### config.mk
export PLATFORM = sky130hd
export DESIGN_NAME = rx_cmd_decoder
export DESIGN_NICKNAME = d
export VERILOG_FILES = /design/src/rtl/uart_sys_pkg.sv /design/src/rtl/rx_cmd_timer.sv /design/src/rtl/rx_cmd_decoder.sv
export SDC_FILE = /design/constraint.sdc
export NUM_CORES = 1
export LEC_CHECK = 0
export ABC_AREA = 1
export CAP_MARGIN = 10
export CORE_AREA = 2 2 58 60
export DETAILED_ROUTE_END_ITERATION = 8
export DIE_AREA = 0 0 60 62
export PLACE_DENSITY = 0.82
export SLEW_MARGIN = 5
export SYNTH_ARGS = -nofsm -noshare
export SYNTH_HDL_FRONTEND = slang
export SYNTH_SLANG_ARGS = --single-unit
### constraint.sdc
create_clock -name CLK -period 2.55 [get_ports CLK]
set_input_delay 0.765 -clock CLK [delete_from_list [all_inputs] [get_ports CLK]]
set_output_delay 0.765 -clock CLK [all_outputs]
set_load 0.005 [all_outputs]
### src/rtl/uart_sys_pkg.sv
// uart_sys_pkg: command codes and the one-hot state encoding shared by the UART command path.
package uart_sys_pkg;
  localparam logic [7:0] CMD_WR = 8'hAA;
  localparam logic [7:0] CMD_RD = 8'hBB;
  typedef enum logic [5:0] {
    IDLE    = 6'b000001,
    WR_ADDR = 6'b000010,
    WR_DATA = 6'b000100,
    RD_ADDR = 6'b001000,
    RD_WAIT = 6'b010000,
    TX_SEND = 6'b100000
  } state_t;
endpackage

### src/rtl/rx_cmd_timer.sv
// rx_cmd_timer: counts idle cycles while a frame is being collected; expire fires on the cycle the count reaches TIMEOUT_CYC.
module rx_cmd_timer #(
  parameter int TIMEOUT_CYC = 1023
) (
  input  logic CLK,
  input  logic RST,
  input  logic active,
  input  logic rx_vld,
  output logic expire
);
  localparam int CW = $clog2(TIMEOUT_CYC + 1);
  logic [CW-1:0] cnt;
  assign expire = active && !rx_vld && cnt == CW'(TIMEOUT_CYC - 1);
  always_ff @(posedge CLK or negedge RST) begin
    if (!RST) cnt <= '0;
    else cnt <= (!active || rx_vld || expire) ? '0 : cnt + CW'(1);
  end
endmodule

### src/rtl/rx_cmd_decoder.sv
// rx_cmd_decoder: decodes UART write (0xAA addr data) and read (0xBB addr) frames into register-file strobes and read-back TX.
// Define RX_CMD_TIMEOUT_EN to abort frames that stall for TIMEOUT_CYC cycles between bytes.
module rx_cmd_decoder
  import uart_sys_pkg::*;
#(
  parameter int ADDR_W      = 4,
  parameter int TIMEOUT_CYC = 1023
) (
  input  logic              CLK,
  input  logic              RST,
  input  logic [7:0]        RX_P_DATA,
  input  logic              RX_D_VLD,
  input  logic              PAR_ERR,
  input  logic              STP_ERR,
  output logic              WrEn,
  output logic              RdEn,
  output logic [ADDR_W-1:0] Address,
  output logic [7:0]        WrData,
  input  logic [7:0]        RdData,
  input  logic              RdData_VLD,
  output logic [7:0]        TX_P_DATA,
  output logic              TX_D_VLD,
  input  logic              TX_BUSY,
  output logic              FRAME_ERR
);
  state_t state;
  logic   rx_err;
  logic   tmo;
  assign rx_err = RX_D_VLD && (PAR_ERR || STP_ERR);
  if (TIMEOUT_CYC < 1) begin : g_bad_timeout
    $error("TIMEOUT_CYC must be at least 1");
  end
`ifdef RX_CMD_TIMEOUT_EN
  rx_cmd_timer #(.TIMEOUT_CYC(TIMEOUT_CYC)) u_timer (
    .CLK    (CLK),
    .RST    (RST),
    .active (state inside {WR_ADDR, WR_DATA, RD_ADDR}),
    .rx_vld (RX_D_VLD),
    .expire (tmo)
  );
`else
  assign tmo = 1'b0;
`endif
  always_ff @(posedge CLK or negedge RST) begin
    if (!RST) begin
      state     <= IDLE;
      WrEn      <= 1'b0;
      RdEn      <= 1'b0;
      FRAME_ERR <= 1'b0;
      Address   <= '0;
      WrData    <= '0;
      TX_P_DATA <= '0;
      TX_D_VLD  <= 1'b0;
    end else begin
      WrEn      <= 1'b0;
      RdEn      <= 1'b0;
      FRAME_ERR <= 1'b0;
      // a corrupted byte aborts any frame, but a pending TX reply is never dropped
      if ((rx_err && state != TX_SEND) || tmo) begin
        state     <= IDLE;
        FRAME_ERR <= 1'b1;
      end else begin
        case (state)
          IDLE: if (RX_D_VLD) begin
            state     <= RX_P_DATA == CMD_WR ? WR_ADDR : RX_P_DATA == CMD_RD ? RD_ADDR : IDLE;
            FRAME_ERR <= RX_P_DATA != CMD_WR && RX_P_DATA != CMD_RD;
          end
          WR_ADDR: if (RX_D_VLD) begin
            Address <= RX_P_DATA[ADDR_W-1:0];
            state   <= WR_DATA;
          end
          WR_DATA: if (RX_D_VLD) begin
            WrData <= RX_P_DATA;
            WrEn   <= 1'b1;
            state  <= IDLE;
          end
          RD_ADDR: if (RX_D_VLD) begin
            Address <= RX_P_DATA[ADDR_W-1:0];
            RdEn    <= 1'b1;
            state   <= RD_WAIT;
          end
          RD_WAIT: if (RdData_VLD) begin
            TX_P_DATA <= RdData;
            TX_D_VLD  <= 1'b1;
            state     <= TX_SEND;
          end
          TX_SEND: if (!TX_BUSY) begin
            TX_D_VLD <= 1'b0;
            state    <= IDLE;
          end
          default: state <= IDLE;
        endcase
      end
    end
  end
endmodule

==> summary.md <==
| Metric | Value |
|---|---|
| Outcome | `completed` |
| Post-DP HPWL | `2.34 mm` |
| Post-Layout Cell Count | `272` |
| CTS tree | `built` |
| P_leak | `0.00101 uW` |
| Slew Viols, Final | `0` |
| Gr ovfl total | `0` |
| Post-Syn Instances | `171` |
| CP Cell Sequence | `clkdlybuf4s50_1` |
| Critical path data arrival time | `1.25 ns` |
| HP Class | `register to register` |
| Reg2Reg Depth | `7` |
| Crit path max-delay family | `buffers and inverters` |
| Routed length per instance | `11.2 um` |
| Die Footprint | `0.00372 mm^2` |
| Clk sinks | `30` |
| Max Clock Skew | `0.0126 ns` |
| Fin Setup TNS | `0 ns` |
| Cells after DPL | `264` |
| Post-Place Worst Slack | `0.222 ns` |
| Die Y | `62 um` |
| Reg power frac | `0.497` |
| Clock root buffer | `clkbuf_4` |
| Area Overhead vs Synth | `40.2%` |
| PortBufs | `46` |
| Post-CTS Resized | `0` |
| Final min period | `2.01 ns` |
| FF-to-FF setup slack | `1.07 ns` |
| Pwr Density | `490 mW/mm^2` |
| Vias in the first global route | `1136` |
| Drt initial violations | `38` |
| # IOs | `47` |
| Post-CTS Setup Bufs | `0` |
| CP max-delay cell | `clkdlybuf4s50_1` |
| Final nets | `248` |
| Largest net degree at the start of global routing | `31` |
| FF-to-FF End | `state[3]` |
| Worst-Margin Slew | `0.376 ns` |
| Clock-pin slew on the worst setup and hold paths | `0.10 ns` |
| Sequential area share after synthesis | `0.512` |
| Switching part of the total | `0.242` |
| First-pass DRT Iterations | `4` |
| Initial antenna violation count | `0` |
| Worst setup path start | `WrData[0]` |
| Achievable frequency | `0.496 GHz` |
| CP Class | `register to primary output` |
| Clock power share | `0.369` |
| Type of origin of the critical path | `register` |
| Final Hold Viols | `0` |
| Unrepaired setup endpoints after global routing | `false` |
| Total CTS buffers | `5` |
| Cell Area, Synth | `0.00147 mm^2` |
| First-pass GRT wire length | `4.97 mm` |
| Post-synthesis cell type count | `23` |
| Final cycle utilization of the critical path | `0.790` |
| CP peak stage delay | `0.52 ns` |
| CP bufs+invs | `1` |
| Tot GR Track Use | `0.187` |
| Hold worst-path end | `TX_P_DATA[3]` |
| RR Startpoint | `state[0]` |
| Final setup vio count | `0` |
| Cell Int Power | `765 uW` |
| Flops & latches, synth | `30` |
| Comb pwr share | `0.134` |
| Setup ws final | `0.535 ns` |
| H-tree Lvls | `2` |
| Via density | `4.58` |
| # diodes | `0` |
| Clk_lat worst skew | `0.33 ns` |
| Starting Density | `0.462` |
| Min-delay src | `TX_P_DATA[3]` |
| Switching power | `244 uW` |
| Hold-fix buffers, CTS | `0` |
| Avg Inst Size Synth | `8.59 um^2` |
| Hold path cells | `2` |
| Syn nets | `194` |
| DR vias | `1246` |
| Layout cells sized above 1 | `0.168` |
| Rows | `21` |
| Worst-case vdd ir drop | `0.301 mV` |
| Die X | `60 um` |
| Max-Cap Viols | `0` |
| Drt drc | `0` |
| GP Congestion | `0.803` |
| CP required | `1.79 ns` |
| Core box area | `0.00318 mm^2` |
| Ys Warns | `0` |
| Final WL | `3.03 mm` |
| Clock buffer depth | `2` |
| Crit Path Max Fanout | `2` |
| Worst setup EP type | `primary output` |
| Normalized max-slew margin | `0.749` |
| DRT antenna net count | `0` |
-- cell families (layout without fill, tap and decap cells) --
kind of cell,Yosys count,after routing,share of synthesized area
AO/OA/AOI/OAI,18,18,0.0775
buffers and inverters,22,77,0.0690
AND/OR/NAND/NOR,101,101,0.342
flip-flops,30,30,0.512
-- cell usage after synthesis, drive strengths merged --
master  count  area [um^2]
nand4       2         12.5
nand3      15          103
buf         1         20.0
a21oi       1         5.00
nor3        1         16.3
inv        21         81.3
dfrtp      29          726
nor2       18          109
dfstp       1         26.3
o21ai      16          103
o22ai       1         6.26
nand2      65          262
-- cell type report --
| type | instances | area (um^2) |
|---|---|---|
| Clock buffer | 5 | 37.5 |
| Multi-Input combinational cell | 119 | 616 |
| Fill cell | 264 | 1120 |
| Tap cell | 46 | 57.6 |
| Clock inverter | 3 | 40.0 |
| Inverter | 21 | 81.3 |
| Timing Repair Buffer | 48 | 475 |
| Sequential cell | 30 | 752 |
-- cell usage in the layout, fill, tap and decap left out, types with 2 or more instances in the layout --
cell,netlist,routed
nand3_1,11,11
nand4_1,2,2
nor2_2,4,4
clkdlybuf4s50_1,0,46
nor2_1,11,11
nor2_4,2,2
o21ai_0,6,6
dfrtp_1,29,29
o21ai_2,6,6
nand2_2,4,4
nand3_2,3,3
o21ai_1,4,4
clkbuf_4,0,5
inv_2,3,3
inv_1,17,17
buf_4,0,2
clkinv_2,0,2
nand2_1,60,60
-- layer usage --
| metal | wire length (um) | up-vias | GRT usage |
|---|---|---|---|
| met3 | 151 | 5 | 0.0787 |
| li1 | - | 646 | - |
| met2 | 1480 | 37 | 0.289 |
| met1 | 1370 | 558 | 0.234 |
| met5 | 0 | - | 0 |
| met4 | 36 | 0 | 0.0762 |
-- power groups by stage --
stage	logic [uW]	clock network, uW	registers (uW)
finish	135	372	502
global route	150	408	504
CTS	136	381	502
detailed placement	136	0	511
global placement	135	0	511
floorplan	54.4	0	511
-- metrics by stage --
| step | instance area (um^2) | util | total power (uW) | hold WS (ns) |
|---|---|---|---|---|
| after floorplan | 1470 | - | 566 | 0.464 |
| after global placement | 1980 | 0.623 | 645 | 0.453 |
| after detailed placement | 1980 | 0.623 | 647 | 0.460 |
| after CTS | 2060 | 0.648 | 1020 | 0.484 |
| after global routing | 2060 | 0.648 | 1060 | 0.506 |
| final | 2060 | 0.648 | 1010 | 0.481 |
-- sequential cells by signal (all words and copies together), names as in the netlist --
register / count
WrData: 8
TX_D_VLD: 1
FRAME_ERR: 1
TX_P_DATA: 8
RdEn: 1
WrEn: 1
state: 6
Address: 4
-- tightest hold or removal path, cell delays in order, from the launching register on --
cell	delay (ns)
dfrtp_1	0.35
nand2_1	0.05
nand2_1	0.05
-- worst max path at each step --
stage	endpoint	slack, ns	depth (start not counted)
2_1_floorplan	TX_P_DATA[0]	0.91	6
3_3_place_gp	WrData[5]	0.27	8
3_5_place_dp	WrData[5]	0.22	8
4_1_cts	WrData[0]	0.52	1
5_1_grt	WrData[0]	0.48	1
6_report	WrData[0]	0.54	1
No activity file was read; power rests on OpenSTA's default activity.
